### config.mk
export PLATFORM = sky130hd
export DESIGN_NAME = pixel_array_ctrl
export DESIGN_NICKNAME = d
export VERILOG_FILES = /design/src/rtl/pixel_ctrl_pkg.sv /design/src/rtl/ctrl_cycle_counter.sv /design/src/rtl/pixel_array_ctrl.sv
export SDC_FILE = /design/constraint.sdc
export NUM_CORES = 1
export LEC_CHECK = 0
export BUFFER_PORTS_ARGS = -buffer_cell sky130_fd_sc_hd__buf_2
export CORE_MARGIN = 5
export CORE_UTILIZATION = 62
export CTS_CLUSTER_DIAMETER = 50
export DETAILED_ROUTE_END_ITERATION = 16
export GPL_TIMING_DRIVEN = 1
export MAX_ROUTING_LAYER = met4
export PLACE_DENSITY = 0.9
export SYNTH_ARGS = -nofsm -noshare
export SYNTH_HDL_FRONTEND = slang
export SYNTH_HIERARCHICAL = 1
export SYNTH_SLANG_ARGS = --single-unit
export TNS_END_PERCENT = 100
### constraint.sdc
create_clock -name clk -period 5.4 [get_ports clk]
set_input_delay 1.08 -clock clk [delete_from_list [all_inputs] [get_ports clk]]
set_output_delay 1.08 -clock clk [all_outputs]
set_load 0.03 [all_outputs]
### src/rtl/pixel_ctrl_pkg.sv
// Shared types for the pixel array frame sequencer: state encoding, per-state
// control vector and the cycle-counter width calculation.
package pixel_ctrl_pkg;

    typedef enum logic [2:0] {
        IDLE,
        ERASE,
        EXPOSE,
        CNT_RST,
        CONVERT,
        RD_RST,
        READ,
        DONE
    } state_t;

    typedef struct packed {
        logic ready;
        logic erase;
        logic expose;
        logic counter_reset;
        logic convert;
        logic write_enable;
        logic read_reset;
        logic read_en;
        logic frame_done;
    } ctrl_out_t;

    // Moore decode: every control pin is a pure function of the state.
    function automatic ctrl_out_t state_outputs(input state_t s);
        ctrl_out_t o;
        o = '0;
        case (s)
            IDLE:    o.ready = 1'b1;
            ERASE:   begin o.erase = 1'b1;         o.write_enable = 1'b1; end
            EXPOSE:  begin o.expose = 1'b1;        o.write_enable = 1'b1; end
            CNT_RST: begin o.counter_reset = 1'b1; o.write_enable = 1'b1; end
            CONVERT: begin o.convert = 1'b1;       o.write_enable = 1'b1; end
            RD_RST:  o.read_reset = 1'b1;
            READ:    o.read_en = 1'b1;
            DONE:    o.frame_done = 1'b1;
            default: o = '0;
        endcase
        return o;
    endfunction

    function automatic int cnt_width(input int exp_w, input int data_w,
                                     input int erase_c, input int rows);
        int w;
        w = exp_w;
        if (data_w + 1 > w)        w = data_w + 1;
        if ($clog2(erase_c) > w)   w = $clog2(erase_c);
        if ($clog2(rows) > w)      w = $clog2(rows);
        return w;
    endfunction

endpackage

### src/rtl/ctrl_cycle_counter.sv
// Loadable down-counter with a zero flag; holds at zero rather than wrapping.
module ctrl_cycle_counter #(
    parameter int WIDTH = 16
) (
    input  logic             clk,
    input  logic             reset,
    input  logic             i_load,
    input  logic [WIDTH-1:0] i_load_val,
    output logic             o_zero
);

    localparam logic [WIDTH-1:0] ONE = WIDTH'(1);

    logic [WIDTH-1:0] r_count;

    always_ff @(posedge clk) begin
        if (reset) begin
            r_count <= '0;
        end else if (i_load) begin
            r_count <= i_load_val;
        end else if (r_count != '0) begin
            r_count <= r_count - ONE;
        end
    end

    assign o_zero = (r_count == '0);

endmodule

### src/rtl/pixel_array_ctrl.sv
// Frame sequencer for PIXEL_ARRAY: one start runs erase, expose, counter reset,
// ramp conversion and readout, with all control pins registered from the next state.
module pixel_array_ctrl
    import pixel_ctrl_pkg::*;
#(
    parameter int DATA_WIDTH   = 8,
    parameter int NUM_ROWS     = 2,
    parameter int ERASE_CYCLES = 5,
    parameter int EXP_WIDTH    = 16
) (
    input  logic                 clk,
    input  logic                 reset,
    input  logic                 start,
    input  logic [EXP_WIDTH-1:0] expose_cycles,
    output logic                 ready,
    output logic                 erase,
    output logic                 expose,
    output logic                 counter_reset,
    output logic                 convert,
    output logic                 write_enable,
    output logic                 read_reset,
    output logic                 read_en,
    output logic                 frame_done
);

    localparam int CNT_W = cnt_width(EXP_WIDTH, DATA_WIDTH, ERASE_CYCLES, NUM_ROWS);

    localparam logic [CNT_W-1:0] ONE        = CNT_W'(1);
    localparam logic [CNT_W-1:0] ERASE_LOAD = CNT_W'(ERASE_CYCLES - 1);
    localparam logic [CNT_W-1:0] CONV_LOAD  = CNT_W'((2 ** DATA_WIDTH) - 1);
    localparam logic [CNT_W-1:0] READ_LOAD  = CNT_W'(NUM_ROWS - 1);

    state_t               r_state;
    state_t               w_state_next;
    logic [EXP_WIDTH-1:0] r_exp;
    ctrl_out_t            r_out;
    logic                 w_cnt_zero;
    logic                 w_load;
    logic [CNT_W-1:0]     w_load_val;
    logic [CNT_W-1:0]     w_exp_load;

    // A zero exposure request still gets one EXPOSE cycle.
    assign w_exp_load = (r_exp == '0) ? '0 : (CNT_W'(r_exp) - ONE);

    always_comb begin
        w_state_next = r_state;
        case (r_state)
            IDLE:    if (start)      w_state_next = ERASE;
            ERASE:   if (w_cnt_zero) w_state_next = EXPOSE;
            EXPOSE:  if (w_cnt_zero) w_state_next = CNT_RST;
            CNT_RST: if (w_cnt_zero) w_state_next = CONVERT;
            CONVERT: if (w_cnt_zero) w_state_next = RD_RST;
            RD_RST:  if (w_cnt_zero) w_state_next = READ;
            READ:    if (w_cnt_zero) w_state_next = DONE;
            DONE:    if (w_cnt_zero) w_state_next = IDLE;
            default: w_state_next = IDLE;
        endcase
    end

    // Counter is loaded with (duration - 1) of the state being entered.
    always_comb begin
        w_load     = (w_state_next != r_state);
        w_load_val = '0;
        case (w_state_next)
            ERASE:   w_load_val = ERASE_LOAD;
            EXPOSE:  w_load_val = w_exp_load;
            CONVERT: w_load_val = CONV_LOAD;
            READ:    w_load_val = READ_LOAD;
            default: w_load_val = '0;
        endcase
    end

    ctrl_cycle_counter #(
        .WIDTH (CNT_W)
    ) u_cycle_counter (
        .clk        (clk),
        .reset      (reset),
        .i_load     (w_load),
        .i_load_val (w_load_val),
        .o_zero     (w_cnt_zero)
    );

    always_ff @(posedge clk) begin
        if (reset) begin
            r_state <= IDLE;
            r_exp   <= '0;
            r_out   <= state_outputs(IDLE);
        end else begin
            r_state <= w_state_next;
            r_out   <= state_outputs(w_state_next);
            if (r_state == IDLE && start) begin
                r_exp <= expose_cycles;
            end
        end
    end

    assign ready         = r_out.ready;
    assign erase         = r_out.erase;
    assign expose        = r_out.expose;
    assign counter_reset = r_out.counter_reset;
    assign convert       = r_out.convert;
    assign write_enable  = r_out.write_enable;
    assign read_reset    = r_out.read_reset;
    assign read_en       = r_out.read_en;
    assign frame_done    = r_out.frame_done;

endmodule
### After elaboration in Yosys (flattened, before gate mapping)

Cells that the tools add are included.

* reduce and logical (&&, ||, !) cells: 8
* equality and inequality tests: 15
* $lt $le $gt $ge: 0
* $add $sub $neg: 2
* bitwise operators: 0
* multipliers: 0
* div/mod/pow operators: 0
* multiplexer cells: 22
* shift-type cells: 0

Operators with widths (count)
* $pmux 16 s4: 1
* $mux 16: 3
* $logic_not 16->1: 2
* $sub 16x1->16 const B: 2
* $eq 3x3->1 const B: 8
* $mux 3: 8
* $pmux 3 s8: 1
* $reduce_bool 16->1: 1
* $eq 3x2->1 const B: 4
* $mux 1: 9
* $eq 3x1->1 const B: 2
* $logic_not 3->1: 2
* $reduce_or 4->1: 1
* $ne 3x3->1: 1
* $reduce_bool 2->1: 1
* $logic_and 1x1->1: 1

* output and inout bits: 9
* memories: 0
* word-level logic and storage cells: 59
* bits in writable memories: 0
* memory bits (read-only): 0
* latch bits: 0
* register bits: 44

### Logic depth before layout (Yosys ltp)

* depth in word-level cells: 6
* depth in mapped cells: 14
* mapped depth without buffers: 12

### Cells and area by module

Netlist, hierarchy kept.

Modules (own cells, without submodules)
* pixel_array_ctrl: area an instance 1475.2 µm², cells each 192, times used 1
* ctrl_cycle_counter: area an instance 964.7 µm², cells each 116, times used 1

### Worst setup path before layout

No wires, ideal clock.

* path kind: register to register
* start: register u_cycle_counter.r_count[0]
* end: register u_cycle_counter.r_count[13]
* slack: 1976 ps
* path buffers: 2
* arrival time: 3346 ps
* period minus slack after synthesis: 3424 ps
* cell stages (with the launch flop): 14
* cells stage by stage: dfxtp_1 -> inv_1 -> ha_1 -> or3b_2 -> or4_4 -> nor2_1 -> buf_2 -> inv_1 -> o21ai_0 -> nor2b_1 -> clkbuf_1 -> a21oi_1 -> a31o_2 -> nor3_1

* elaborated cells between the ends (all ways): 20
* classes of those cells: add/sub: 1; eq/ne: 5; mux: 11; reduce/logical: 3

RTL lines
* from (decl): line ctrl_cycle_counter.sv:14 `logic [WIDTH-1:0] r_count;`
* from (signal assigned): line ctrl_cycle_counter.sv:20 `r_count <= i_load_val;`
* from (signal assigned): line ctrl_cycle_counter.sv:22 `r_count <= r_count - ONE;`
* $logic_not 16->1 (*): line ctrl_cycle_counter.sv:26 `assign o_zero = (r_count == '0);`
* via w_cnt_zero: line pixel_array_ctrl.sv:37 `logic w_cnt_zero;`
* $mux 3 (tied with other cells): line pixel_array_ctrl.sv:55 `DONE: if (w_cnt_zero) w_state_next = IDLE;`
* $pmux 3 s8 (*): line pixel_array_ctrl.sv:47 `case (r_state)`
* $ne 3x3->1 (*): line pixel_array_ctrl.sv:62 `w_load = (w_state_next != r_state);`
* via w_load: line pixel_array_ctrl.sv:38 `logic w_load;`
* $mux 16 or $reduce_bool 2->1 (tied branches)

Mark *: on every way through the listed nets, which the timed path passes. The rest lies on a longest branch. The select of a mux whose other input is x is not followed.
A chain may end at the register's enable or synchronous reset.

### Final worst setup path

Same ends and word-level chain as after synthesis.

==> impl_metrics.json <==
{
  "hold_viol": 0,
  "ys_seq_elements": 44,
  "crit_path_end_kind": "flop",
  "hold_buffers": 0,
  "crit_path_max_fanout": 15,
  "synthMostInstantiatedCell": "nand2_1",
  "holdPathStages": 2,
  "gp_congestion": 0.854,
  "cpMostUsedCell": "inv_1",
  "setup_viol": 0,
  "syn_to_final_growth_pct": 8.67,
  "cap_viol_max_count": 0,
  "numCtsBuffers": 5,
  "async_reset_ff_share_pct": 0,
  "timing.fmax_mhz": 247,
  "r2r_cells": 12,
  "detail-route-antenna-nets": 0,
  "reg2reg_slack_ns": 1.34,
  "clk_latency_ns": 0.30,
  "hp-class": "flop to flop",
  "grt_max_degree": 40,
  "synth-xor-area-share_pct": 8.97,
  "dr_wl_met3_um": 316,
  "timing.slew.headroom_pct": 34.8,
  "utilization_pct": 70.8,
  "wire_per_inst_um": 14.5,
  "synth.net_count": 330,
  "antenna_cells": 0,
  "cp_slowest_cell": "nor2b_1",
  "wl_met2_um": 2580,
  "worst_slew_pin_slew_ns": 0.969,
  "grt_overflow": 0,
  "status": "finished, final reports clean",
  "synthesis.instances": 308,
  "synth_edf_count": 0,
  "post-cts-setup-buffer-count": 0,
  "fp.dieW_um": 72.7,
  "cts_resized": 0,
  "wl_met1_um": 2430,
  "synth_common_cells": "nand2_1, dfxtp_1, a21oi_1",
  "synth-simple-area-share_pct": 31.2,
  "reg2reg_to": "u_cycle_counter/r_count[13]",
  "worstPathRequired_ns": 5.63,
  "grt.total_usage_pct": 22.6,
  "peakVddDrop_mv": 0.311,
  "rows": 22,
  "cts_tree": "done",
  "drive_above_1_share_pct": 15.0,
  "critPathMaxStageDelay_ns": 0.71,
  "synth_top_family_by_area": "simple AND/OR/NAND/NOR gates",
  "synth_area_leader_cell": "dfxtp_1",
  "avgSynthCellArea_um2": 7.92,
  "wirelength_um": 5410,
  "die_h_um": 72.7,
  "nets": 347,
  "drt-initial-drc-count": 140,
  "path_cells": "inv_1 -> ha_1 -> or3b_2 -> or4_4 -> nor2_1 -> inv_1 -> o21ai_0 -> buf_4 -> nor2b_1 -> nand2_1 -> a31o_2 -> nor3_1",
  "synthAdderAreaFrac_pct": 1.54,
  "grt_pass1_wl_um": 9180,
  "critPathLaunchType": "flop",
  "tns_ns": 0,
  "dr.max_layer_used": "met4",
  "yosysSeqAreaShare_pct": 36.1,
  "first_pass_iters": 5,
  "hold_path_end": "r_exp[14]",
  "total_leakage_power_uw": 0.00103,
  "root_buffer": "clkbuf_8",
  "path_class": "flop to flop",
  "cp.arrival_ns": 4.28,
  "avgViaCountPerCell": 5.93,
  "synth.distinct_cells": 50,
  "numPortBuffers": 27,
  "start_util_pct": 65.2,
  "cts_buffer_depth": 2,
  "grt_pass1_vias": 2027,
  "yosysWarnings": 6,
  "slew_violations": 0,
  "period_share_pct": 75.1,
  "antenna_found_initial": 0,
  "muxShareOfSynthArea_pct": 0.821,
  "synth_top_area_share_pct": 36.1,
  "fin_crit_ns": 4.06,
  "die_area_mm2": 0.00529,
  "path_clk_slew_ns": 0.08,
  "mappedNetlistArea_mm2": 0.00244,
  "fin_skew_ns": 0.00769,
  "htree_levels": 2,
  "worstHoldStart": "r_exp[14]",
  "powerDensity_mw_per_mm2": 607,
  "synth_area_leaders": "dfxtp_1, nand2_1, a21oi_1",
  "synth_compound_area_share_pct": 17.0,
  "drc": 0,
  "synth_ff_type": "dfxtp_1",
  "hpwlAfterDp_um": 3910,
  "core_mm2": 0.00374,
  "cts.sinks": 44,
  "rsz0062_at_grt": "no",
  "timing.rr.start": "u_cycle_counter/r_count[0]",
  "vias": 2219,
  "io_pins": 28
}
==> cells by family after synthesis <==
group | after synthesis
AND/OR/NAND/NOR | 143
AO/OA/AOI/OAI | 67
flip-flops | 44
XOR/XNOR | 25
buffers and inverters | 24
adder cells (fa/ha/maj) | 3
multiplexers | 2
==> layer usage <==
metal	global-route usage (%)	vias to the layer above
li1	-	1118
met1	27.4	1016
met2	36.1	76
met3	5.10	9
met4	9.22	0
met5	-	-
==> final cells by class <==
class	instances	area (um2)
multi-input combinational	240	1450
fill	315	1090
sequential	44	881
timing repair buffer	28	143
clock buffer	6	82.6
tap	48	60.1
inverter	6	22.5
clock inverter	2	10.0
==> how the worst max path moves through the flow <==
| stage | start | depth (start not counted) | end | slack, ns |
|---|---|---|---|---|
| 3_3_place_gp | u_cycle_counter/r_count[0] | 12 | u_cycle_counter/r_count[13] | 1.62 |
| 4_1_cts | u_cycle_counter/r_count[0] | 12 | u_cycle_counter/r_count[13] | 1.41 |
| 2_1_floorplan | u_cycle_counter/r_count[0] | 13 | u_cycle_counter/r_count[13] | 1.98 |
| 3_5_place_dp | u_cycle_counter/r_count[0] | 12 | u_cycle_counter/r_count[13] | 1.47 |
| 5_1_grt | u_cycle_counter/r_count[0] | 12 | u_cycle_counter/r_count[13] | 1.06 |
| 6_report | u_cycle_counter/r_count[0] | 12 | u_cycle_counter/r_count[13] | 1.34 |
==> cell usage in the layout, fill, tap and decap left out, types with 4 or more instances in the layout <==
| cell | netlist | routed |
|---|---|---|
| nand2_1 | 58 | 58 |
| dfxtp_1 | 44 | 44 |
| a21oi_1 | 27 | 27 |
| buf_2 | 7 | 27 |
| nor2_1 | 23 | 23 |
| nor3_1 | 17 | 17 |
| xnor2_1 | 13 | 13 |
| o21ai_0 | 13 | 13 |
| xor2_1 | 12 | 12 |
| inv_1 | 6 | 6 |
| clkbuf_8 | 0 | 6 |
| o21ai_1 | 5 | 5 |
| nand3_1 | 5 | 5 |
| nor4_4 | 4 | 4 |
| nor4_1 | 4 | 4 |
| o31ai_1 | 4 | 4 |
==> report_power, final <==
part	switching, uW	internal (uW)	total (uW)	leakage (uW)
clock network	112	102	214	0.0000510
registers	99.6	404	504	0.000360
logic	524	368	892	0.000620
total	735	875	1610	0.00103
==> per-stage QoR <==
step	setup WS [ns]	power (uW)	hold slack, ns	cells	cell area (um2)
after global placement	1.62	1340	0.480	366	2560
final	1.34	1610	0.497	374	2650
after detailed placement	1.47	1380	0.487	366	2560
after CTS	1.41	1600	0.498	374	2650
after floorplan	1.98	1240	0.455	308	2440
after global routing	1.06	1730	0.525	374	2650
==> sequential cells by signal (all words and copies together), names as in the netlist <==
name	cells
convert	1
counter_reset	1
erase	1
expose	1
frame_done	1
r_exp	16
r_state	3
read_en	1
read_reset	1
ready	1
u_cycle_counter/r_count	16
write_enable	1
==> worst max-delay path, delay by kind of cell, from the launching register on <==
family / cells / cell delay, ns
adder cells (fa/ha/maj): 1 / 0.19
AND/OR/NAND/NOR: 6 / 2.59
buffers and inverters: 3 / 0.38
flip-flops: 1 / 0.34
AO/OA/AOI/OAI: 2 / 0.48
No activity file was read; power rests on OpenSTA's default activity.
